`src/rtl/button_reader.sv`:
```
// Debounced pushbutton/switch reader: two-flop synchroniser, per-channel stability
// counter, and registered press / release / long-press strobes.
module button_reader #(
    parameter int WIDTH       = 6,
    parameter int DB_CYCLES   = 1000000,
    parameter int LONG_CYCLES = 50000000,
    parameter int ACTIVE_LOW  = 1
) (
    input  logic             clk50,
    input  logic             rst,
    input  logic [WIDTH-1:0] btn_in,
    output logic [WIDTH-1:0] pressed,
    output logic [WIDTH-1:0] press_pulse,
    output logic [WIDTH-1:0] release_pulse,
    output logic [WIDTH-1:0] long_pulse,
    output logic             any_pressed
);

    localparam int DBW = (DB_CYCLES > 2) ? $clog2(DB_CYCLES) : 1;
    localparam int HW  = $clog2(LONG_CYCLES + 1);

    localparam logic [WIDTH-1:0] IDLE_LEVEL = (ACTIVE_LOW != 0) ? '1 : '0;
    localparam logic [DBW-1:0]   DB_LAST    = DBW'(DB_CYCLES - 1);
    localparam logic [HW-1:0]    HOLD_MAX   = HW'(LONG_CYCLES);
    localparam logic [HW-1:0]    HOLD_LAST  = HW'(LONG_CYCLES - 1);

    logic [WIDTH-1:0] s1_q, s1_d;
    logic [WIDTH-1:0] s2_q, s2_d;
    logic [WIDTH-1:0] raw;
    logic [WIDTH-1:0] pressed_q, pressed_d;
    logic [WIDTH-1:0] press_q, press_d;
    logic [WIDTH-1:0] release_q, release_d;
    logic [WIDTH-1:0] long_q, long_d;
    logic             any_q, any_d;

    always_comb begin
        s1_d  = btn_in;
        s2_d  = s1_q;
        any_d = |pressed_q;
    end

    // Normalised so that 1 always means "pressed" regardless of board wiring.
    assign raw = s2_q ^ IDLE_LEVEL;

    genvar gi;
    generate
        for (gi = 0; gi < WIDTH; gi++) begin : g_chan
            logic [DBW-1:0] db_cnt_q, db_cnt_d;
            logic [HW-1:0]  hold_q, hold_d;
            logic           ch_pressed_d, ch_press_d, ch_release_d, ch_long_d;

            always_comb begin
                db_cnt_d     = db_cnt_q;
                ch_pressed_d = pressed_q[gi];
                ch_press_d   = 1'b0;
                ch_release_d = 1'b0;
                if (raw[gi] == pressed_q[gi]) begin
                    db_cnt_d = '0;
                end else if (db_cnt_q == DB_LAST) begin
                    db_cnt_d     = '0;
                    ch_pressed_d = ~pressed_q[gi];
                    ch_press_d   = raw[gi];
                    ch_release_d = ~raw[gi];
                end else begin
                    db_cnt_d = db_cnt_q + DBW'(1);
                end

                // Saturating hold count; a release on the final edge suppresses the strobe.
                hold_d    = hold_q;
                ch_long_d = 1'b0;
                if (!pressed_q[gi]) begin
                    hold_d = '0;
                end else if (hold_q != HOLD_MAX) begin
                    hold_d    = hold_q + HW'(1);
                    ch_long_d = (hold_q == HOLD_LAST) && ch_pressed_d;
                end
            end

            always_ff @(posedge clk50) begin
                if (rst) begin
                    db_cnt_q <= '0;
                    hold_q   <= '0;
                end else begin
                    db_cnt_q <= db_cnt_d;
                    hold_q   <= hold_d;
                end
            end

            assign pressed_d[gi] = ch_pressed_d;
            assign press_d[gi]   = ch_press_d;
            assign release_d[gi] = ch_release_d;
            assign long_d[gi]    = ch_long_d;
        end
    endgenerate

    always_ff @(posedge clk50) begin
        if (rst) begin
            s1_q      <= IDLE_LEVEL;
            s2_q      <= IDLE_LEVEL;
            pressed_q <= '0;
            press_q   <= '0;
            release_q <= '0;
            long_q    <= '0;
            any_q     <= 1'b0;
        end else begin
            s1_q      <= s1_d;
            s2_q      <= s2_d;
            pressed_q <= pressed_d;
            press_q   <= press_d;
            release_q <= release_d;
            long_q    <= long_d;
            any_q     <= any_d;
        end
    end

    assign pressed       = pressed_q;
    assign press_pulse   = press_q;
    assign release_pulse = release_q;
    assign long_pulse    = long_q;
    assign any_pressed   = any_q;

endmodule

```
`config.mk`:
```
export PLATFORM = sky130hd
export DESIGN_NAME = button_reader
export DESIGN_NICKNAME = d
export VERILOG_FILES = /design/src/rtl/button_reader.sv
export SDC_FILE = /design/constraint.sdc
export NUM_CORES = 1
export LEC_CHECK = 0
export ABC_AREA = 1
export BUFFER_PORTS_ARGS = -buffer_cell sky130_fd_sc_hd__buf_4
export CAP_MARGIN = 5
export CORE_MARGIN = 2
export CORE_UTILIZATION = 49
export CTS_BUF_LIST = sky130_fd_sc_hd__clkbuf_8
export CTS_CLUSTER_DIAMETER = 40
export DETAILED_ROUTE_END_ITERATION = 6
export GPL_TIMING_DRIVEN = 0
export HOLD_SLACK_MARGIN = 0.1
export SYNTH_ARGS = -nofsm -noshare
export SYNTH_HDL_FRONTEND = slang
export SYNTH_SLANG_ARGS = --single-unit
```
`constraint.sdc`:
```
create_clock -name clk50 -period 2.06 [get_ports clk50]
set_clock_uncertainty 0.2 [all_clocks]
set_input_delay 0 -clock clk50 [delete_from_list [all_inputs] [get_ports clk50]]
set_output_delay 0 -clock clk50 [all_outputs]
set_load 0.1 [all_outputs]
```
==> results list, run 1 <==
- Entering global routing, the biggest net connects 16 pins.
- By count the netlist is led by sky130_fd_sc_hd__nand2_1 (598), sky130_fd_sc_hd__nor2_1 (540), sky130_fd_sc_hd__dfxtp_1 (313).
- Detailed-route vias per instance: approximately 5
- Measured against the total synthesized area, the mux share comes to 0%.
- After the first detailed-routing iteration, the DRC count stood at around 810.
* Starting Density: 49.8%
- Counting cells, the worst reg-to-reg path comes to 8.
- Via total after detailed routing: 15300
* Final hold violation count: 0
* Syn. warnings: 0
* Status: complete, no violations
- Measured along the y axis, the die boundary spans between 150 and 200 um.
- The number of global-route vias before repair came to between 10000 and 15000.
- Critical path startpoint category: flip-flop
- Setup-failing EPs final: 0
* Startpoint of the most critical hold path: s1_q[4]
* Wire length of the first global-routing pass: 64.1 mm
- Dividing the detail-routed wire length by the instance count gives ~12 um.
- Distinct cell type count of the synthesized netlist: 41
* Unrepaired setup endpoints after global routing: false
* Mapped Avg Cell Area: 6.57 um^2
* Sink of the worst hold path: s2_q[4]
- The synthesized netlist devotes about 1.4% of its cell area to adder and majority cells.
- Synthesized-area fraction occupied by ao, oa, aoi and oai cells: 7.58%
- Antenna violations before repair: 0
- The floorplan step defined a core boundary enclosing roughly 33000 um^2.
* Clock tree root buffer cell: sky130_fd_sc_hd__clkbuf_8
- Worst path required time: around 2.4 ns
- Counting tap cells, the placed design contains a total of between 2000 and 3000 instances.
- Cell with the largest stage delay on the worst path: sky130_fd_sc_hd__dfxtp_1
- Min Tclk post-route: 1.90 ns
* HPWL after detailed placement: approximately 28 mm
* Post-synthesis async set-or-reset flop share: 0%
- Worst reg2reg setup slack: between 0.15 and 0.2 ns
- Counting both buffers and inverters, the worst setup path holds a total of 0.
- TritonCTS built the clock tree.
- The startpoint identified for the worst register-to-register timing path is g_chan[1].hold_q[1].
- Crit path max fanout: 6
- Derived from the worst setup path, the maximum achievable clock frequency is 526 MHz.
* Leak: slightly below 6 nW
- For this design the top-level I/O count stands at 33.
- For this design the ratio of total power to cell area is slightly below 700 nW/um^2.
- Routed wire length: roughly 37 mm
* Total routing usage reported by global routing: about 22%
* Number of rows in the core area: 66
- From synthesis to final layout, the design area changed by 13.5%.
- The number of clock buffers added by TritonCTS is 60.
- Final number of max-transition violations: 0
- For this run, the leading register cell type out of synthesis is sky130_fd_sc_hd__dfxtp_1.
- Number of max-cap violations: 0
- Nets in the synthesized netlist: ~2500
- Crit-path leading delay family: simple AND/OR/NAND/NOR gates
- Share of layout cells above drive strength 1: under 10%
* Number of synthesized register bits: ~310
- Port buffering added 31 buffers.
* Setup crit end kind: flip-flop
* Maximum VDD drop: approximately 0.00043 V
- After detailed routing, the number of remaining DRC violations is 0.
- The top cell type by area accounts for ~39% of the synthesized area.
- Most repeated library cell on the critical path: sky130_fd_sc_hd__nand2_1
- sky130_fd_sc_hd__dfxtp_1 takes more of the synthesized area than any other cell.
- Yosys instantiated no cell more often than sky130_fd_sc_hd__nand2_1.
- Measured on the finished design, the core utilization comes to 56.5%.
- Chain of cells forming the critical path: ha_1 -> nand2_1 -> nor2_2 -> nand3b_1 -> nor2_1 -> nand2_1 -> nand2_1 -> nor2_1
- Portion of the post-synthesis area used by sequential elements: 38.7%
* Tcrit/Tclk final: between 90 and 100%
- The die covers ~35000 um^2.
- Class of the tightest hold or removal check: reg2reg
- Critical R2R Capture: g_chan[1].hold_q[20]
- Width of the chip: around 190 um
- Counting the fill cells in the layout gives approximately 3400.
- Number of synthesized flops with an enable pin: 0
* Remaining max-slew budget at the tightest pin: between 40% and 50%
* Worst Tran Pin Value: ~0.9 ns
- Post-Route Setup TNS: 0 ns
- The cell count after synthesis came out at around 2500.
- After synthesis, the largest family of logic cells by area is simple AND/OR/NAND/NOR gates.
- Hold depth: 1
- Area share of and/or/nand/nor cells after synthesis: around 42%
- Final estimated routing congestion in global placement: slightly below 0.9
- Data arrives at the worst endpoint at approximately 2.2 ns.
- After clock tree synthesis, the clock-pin slew on the worst setup and hold paths is about 0.060 ns.
* Grt ovf: 0
- In this run the remaining antenna-violating nets after routing total 0.
* Main area contributors after synthesis: sky130_fd_sc_hd__dfxtp_1 (39%), sky130_fd_sc_hd__nand2_1 (14%), sky130_fd_sc_hd__nor2_1 (13%), sky130_fd_sc_hd__inv_1 (6.2%), sky130_fd_sc_hd__nand3_1 (4.8%)
* Clock latency reported for the late side of the worst-skew pair: 0.62 ns
- Clock sinks: approximately 310
* # H-tree levels: 2
- Hold is met by about 0.20 ns.
- The repair_antennas step left the layout with diodes totalling 0.
- Number of nets in the layout: 2596
- For this run, the slowest stage of the critical path takes approximately 0.38 ns.
* Post-synthesis share of cell area spent on xor and xnor gates: around 2.9%
- Area used by sequential logic in the layout: ~6300 um^2
- Footprint of the multi-input gates: slightly below 9000 um^2
- The clock passes through at most 3 buffers.
* Cell area after technology mapping: 16200 um^2
- Total chip power: about 13 mW
- Crit Path Category: reg2reg
- Final instance count without filler cells: between 3000 and 4000
* TritonRoute pass-1 iters: 7
[what timing repair did]
| action | in CTS | in global routing |
|---|---|---|
| hold buffers | 13 | 0 |
| setup endpoints to repair | 0 | 51 |
| buffers inserted | 0 | 0 |
| resized for setup | 0 | 6 |
| hold endpoints to repair | 266 | 0 |
[placed cells by master, fill, tap and decap left out, types with 5 or more instances in the layout]
cell type                       count
sky130_fd_sc_hd__nor2_2            17
sky130_fd_sc_hd__nand3_1          153
sky130_fd_sc_hd__dfxtp_1          306
sky130_fd_sc_hd__clkinvlp_4         6
sky130_fd_sc_hd__inv_1            284
sky130_fd_sc_hd__buf_4             41
sky130_fd_sc_hd__nand2_2           10
sky130_fd_sc_hd__nand4_1           72
sky130_fd_sc_hd__nand3_2           12
sky130_fd_sc_hd__a31oi_1            6
sky130_fd_sc_hd__ha_1              16
sky130_fd_sc_hd__o21bai_1           5
sky130_fd_sc_hd__or2_2             17
sky130_fd_sc_hd__clkbuf_8          67
sky130_fd_sc_hd__nand3b_1          24
sky130_fd_sc_hd__dfxtp_2            7
sky130_fd_sc_hd__xnor2_1           20
sky130_fd_sc_hd__dlygate4sd3_1     13
sky130_fd_sc_hd__xor2_1            33
sky130_fd_sc_hd__nand2_1          598
sky130_fd_sc_hd__o21ai_0           70
sky130_fd_sc_hd__clkinv_2           6
sky130_fd_sc_hd__nor2_4            16
sky130_fd_sc_hd__a21oi_1          147
sky130_fd_sc_hd__nor2_1           540
sky130_fd_sc_hd__bufinv_16          6
sky130_fd_sc_hd__nor3_1            54
sky130_fd_sc_hd__buf_2             10
sky130_fd_sc_hd__nor3_2            10
sky130_fd_sc_hd__inv_2              5
[worst reg2reg max path: stages (launching register included)]
cell	delay [ns]
sky130_fd_sc_hd__dfxtp_1	0.38
sky130_fd_sc_hd__ha_1	0.31
sky130_fd_sc_hd__nand2_1	0.10
sky130_fd_sc_hd__nor2_2	0.26
sky130_fd_sc_hd__nand3b_1	0.21
sky130_fd_sc_hd__nor2_1	0.18
sky130_fd_sc_hd__nand2_1	0.07
sky130_fd_sc_hd__nand2_1	0.06
sky130_fd_sc_hd__nor2_1	0.03
[worst max path at each step]
stage / start / endpoint / slack [ns] / cells past startpoint
after floorplan: pressed[5] / long_pulse[5] / 0.003 / 6
after global placement: rst / s1_q[3] / 0.11 / 4
after detailed placement: rst / s1_q[3] / 0.09 / 4
after CTS: g_chan[4].db_cnt_q[0] / g_chan[4].db_cnt_q[8] / 0.11 / 9
after global routing: g_chan[4].db_cnt_q[1] / g_chan[4].db_cnt_q[8] / 0.0007 / 9
final: g_chan[1].hold_q[1] / g_chan[1].hold_q[20] / 0.16 / 8
[report_power, final]
part	switching [mW]	internal, mW	total, mW
registers	0.00941	6.07	6.08
logic	0.0626	0.0474	0.110
clock network	2.67	3.72	6.38
[state kept, by name, indices dropped and copies added, names as in the netlist]
name,flops
s2_q,6
any_pressed,1
pressed,6
long_pulse,6
g_chan.hold_q,156
press_pulse,6
s1_q,6
release_pulse,6
g_chan.db_cnt_q,120
[per-stage QoR]
step | instance area, um^2 | setup slack, ns
final | 18400 | 0.157
after global routing | 18400 | 0.000720
after CTS | 18400 | 0.110
after detailed placement | 17000 | 0.0938
after global placement | 17000 | 0.110
after floorplan | 16200 | 0.00317
[per-layer routing]
metal / part of all wire [%] / wire length [um] / track usage [%]
met4: 1.8 / 668 / 6.02
met1: 49 / 18500 / 30.5
met5: 0 / 0 / 0
met3: 5.1 / 1910 / 4.30
met2: 44 / 16400 / 35.9
[logic make-up (layout without fill, tap and decap cells)]
group	Yosys count	in the layout
and+or+nand+nor	1543	1543
buffers and inverters	299	447
DFF	313	313
AOI/OAI and AO/OA	238	238
xor gates and xnor gates	53	53
adders and majority gates	18	18
[area by class of cell]
cell class	count	share of cell area, %
inverter	272	5.55
timing repair buffer	44	1.97
buffer	27	0.946
tap	442	3.01
clock inverter	37	1.80
sequential	313	34.1
multi-input combinational	1852	47.6
clock buffer	67	5.01
Power figures use the tool's default switching activity.
==> inputs of run 2 (changes only) <==
CTS_BUF_LIST = unset   (was sky130_fd_sc_hd__clkbuf_8)
==> run 2 against run 1 <==
Net effect:
- largest power group unchanged
- via count down 0.41%
- critical path depth unchanged
- die area unchanged
- largest cell class unchanged
- critical endpoint is now g_chan[2].hold_q[20]
- power up 22%
- register-to-register slack about the same
- sequential share of layout area down 1.1 points
- flip-flop and latch count unchanged
- the flow now finishes with violations (DRC)
==> results list, run 2 (synthesis results as in run 1) <==
* Share of layout cells above drive strength 1: about a tenth
- Final number of max-transition violations: 0
* Via total after detailed routing: approximately 15000
* Number of flip-flops in the largest register: 156
- The layer flagged by global routing as most heavily used is met2.
- Antenna violations before repair: 1
- Routed wire length: around 38 mm
- The clock tree synthesis step divided the H-tree into 2 levels.
- Hold_ws: roughly 0.20 ns
- The worst register-to-register path ends at g_chan[2].hold_q[20].
- Met1 global-route usage: 31.0%
- The multi-input combinational cells in the finished layout cover a total of just under 9000 um^2.
- Post-detailed-route count of antenna-violating nets: 0
- Die Footprint: around 35000 um^2
- Layout area overhead: 17.3%
- Sink of the worst hold path: s2_q[4]
- Number of placed instances, taps included: 2937
- Starting Density: 49.8%
- Part of the total power dissipated in sequential elements: between 30% and 40%
- The later pin in the worst-skew pair is clocked with a latency of 0.58 ns.
* Clock share of power: between 50% and 60%
- Detailed-route vias per instance: ~5.0
- Broken down by cell family, the worst path's largest delay share belongs to simple AND/OR/NAND/NOR gates.
- The critical path goes through ha_2 -> nand2_1 -> nor2_2 -> nand3b_1 -> nor2_1 -> nand2_1 -> nand2_1 -> nor2_1.
- Global routing consumed, on the met2 layer, a little over a third of the routing resources.
- In the routed design, unresolved DRC markers number 3.
* Final instance count without filler cells: just over 3000
- The largest individual stage delay along the critical path comes from the cell sky130_fd_sc_hd__dfxtp_1.
- Summed over all cells, the static leakage comes to 6.09 nW.
* Number of max-cap violations: 0
- Status: finished, violations left
* Grt ovf: 0
- At the worst endpoint, the arrival time is 2.17 ns.
- Combinational Power Share: less than 1%
- Worst Tran Pin Value: 0.905 ns
- TritonCTS built the clock tree.
* Cell-internal power: about 12 mW
* Wire length of the first global-routing pass: between 60 and 70 mm
- Along the worst hold path, the cell count comes to 1.
- Across the VDD grid, the largest voltage drop is approximately 0.00056 V.
- Worst reg2reg setup slack: around 0.16 ns
- Post-Route Setup TNS: 0 ns
- Ports placed on the boundary: 33
- The register with the most flip-flops in the final layout is g_chan.hold_q.
- The floorplan step set the die width to around 190 um.
* Remaining max-slew budget at the tightest pin: about two fifths
* Crit Path Category: reg2reg
* Registers with the most flip-flops: g_chan.hold_q (156), g_chan.db_cnt_q (120)
- Launching point of the worst reg2reg path: g_chan[2].hold_q[1]
- Met3 track demand over resource: 3.40%
* Clock sinks: about 310
- Across every metal layer, demand over resource in global routing totals 22.5%.
- In this run, CTS created clock tree buffers numbering 52.
- The min-delay analysis places its worst path in the category reg2reg.
- Tcrit/Tclk final: between 90 and 100%
- Setup repair after global routing left no endpoint under its margin.
- In this design, the stage delay of the slowest critical-path cell is between 0.3 and 0.4 ns.
- Pwr dens: 805 nW/um^2
* Most common library cell in the layout ignoring fill and taps: sky130_fd_sc_hd__nand2_1
* Violated checks: DRC
- In this run the clock root is driven by a sky130_fd_sc_hd__clkbuf_16.
* Maximum buffer depth of the clock tree: 3
* F_max: about 530 MHz
- Once the clock tree was built, the setup fixing pass inserted 0 buffers.
* Setup-failing EPs final: 0
- Most repeated library cell on the critical path: sky130_fd_sc_hd__nand2_1
* Iteration-0 DRC Markers: around 860
* Critical path startpoint category: flip-flop
- Wire length per cell after detailed routing: approximately 12 um
- Number of nets in the layout: roughly 2600
- The number of global-route vias before repair is ~14000.
- Clock-pin slew was measured on the worst setup and hold paths at around 0.05 ns.
- Floorplan core area: between 30000 and 40000 um^2
* Total of fill cells in the finished design: about 3300
- Startpoint of the most critical hold path: s1_q[4]
- HPWL after detailed placement: ~28 mm
- Summed over all nets, the switching power comes to 3.32 mW.
- The number of hold-slack violations in the final timing report is 0.
- Commonest non-fill, non-tap cells in the layout: sky130_fd_sc_hd__nand2_1 (598), sky130_fd_sc_hd__nor2_1 (540), sky130_fd_sc_hd__dfxtp_1 (306), sky130_fd_sc_hd__inv_1 (266), sky130_fd_sc_hd__nand3_1 (153)
- Setup crit end kind: flip-flop
* Final estimated routing congestion in global placement: a little under 0.9
* Crit path buf inv count: 0
- Cell count of the worst reg-to-reg path: 8
- Of the total power, the share spent switching nets is roughly 22%.
- Worst path required time: 2.33 ns
* Input/output buffers: 31
- 0 antenna diodes ended up in the layout.
* Die Y-Extent: 186 um
- Of all nets on the critical path, the largest fanout is 6.
* Min Tclk post-route: approximately 1.9 ns
- The sequential cells in the finished layout cover a total of ~6300 um^2.
- Entering global routing, the biggest net connects 14 pins.
* Number of rows in the core area: 66
- TritonRoute pass-1 iters: 7
## run 2: timing repair
item	in CTS	in global routing
gates resized for setup	0	7
hold endpoints to repair	228	0
hold buffers	13	0
setup endpoints to repair	0	43
## run 2: worst max path at each step
stage                     startpoint                    end  slack [ns]  depth (start not counted)
2_1_floorplan             pressed[5]          long_pulse[5]       0.003                          6
3_3_place_gp                     rst                s1_q[3]        0.11                          4
3_5_place_dp                     rst                s1_q[3]        0.09                          4
4_1_cts        g_chan[4].db_cnt_q[0]  g_chan[4].db_cnt_q[8]        0.10                          9
5_1_grt        g_chan[5].db_cnt_q[0]  g_chan[5].db_cnt_q[1]       0.005                          7
6_report         g_chan[2].hold_q[1]   g_chan[2].hold_q[20]        0.16                          8
## run 2: per-layer routing
metal / up-vias / routed length, um
met2: 269 / 16600
met1: 6784 / 18700
met3: 70 / 1630
li1: 8087 / -
met4: 0 / 866
met5: - / 0
## run 2: power by group through the flow
| stage | clock [mW] | combinational (mW) | sequential (mW) |
|---|---|---|---|
| after floorplan | 0 | 0.0540 | 6.21 |
| after global placement | 0 | 0.0919 | 6.21 |
| after detailed placement | 0 | 0.0929 | 6.21 |
| after CTS | 9.33 | 0.113 | 6.08 |
| after global routing | 9.61 | 0.122 | 6.08 |
| final | 9.11 | 0.110 | 6.08 |
## run 2: layout make-up
type	count	share of cell area, %
Clock inverter	34	2.25
Clock buffer	63	7.49
Timing Repair Buffer	44	1.91
Tap cell	442	2.91
Multi-Input combinational cell	1852	46.1
Buffer	27	0.915
Inverter	272	5.37
Sequential cell	313	33.0
## run 2: per-stage QoR
stage	cell area, um^2	worst slack [ns]	util [%]	power, mW
2_1_floorplan	16200	0.00317	-	6.26
3_3_place_gp	17000	0.110	52.2	6.30
4_1_cts	19000	0.100	58.3	15.5
3_5_place_dp	17000	0.0938	52.2	6.30
5_1_grt	19000	0.00494	58.4	15.8
6_report	19000	0.163	58.4	15.3
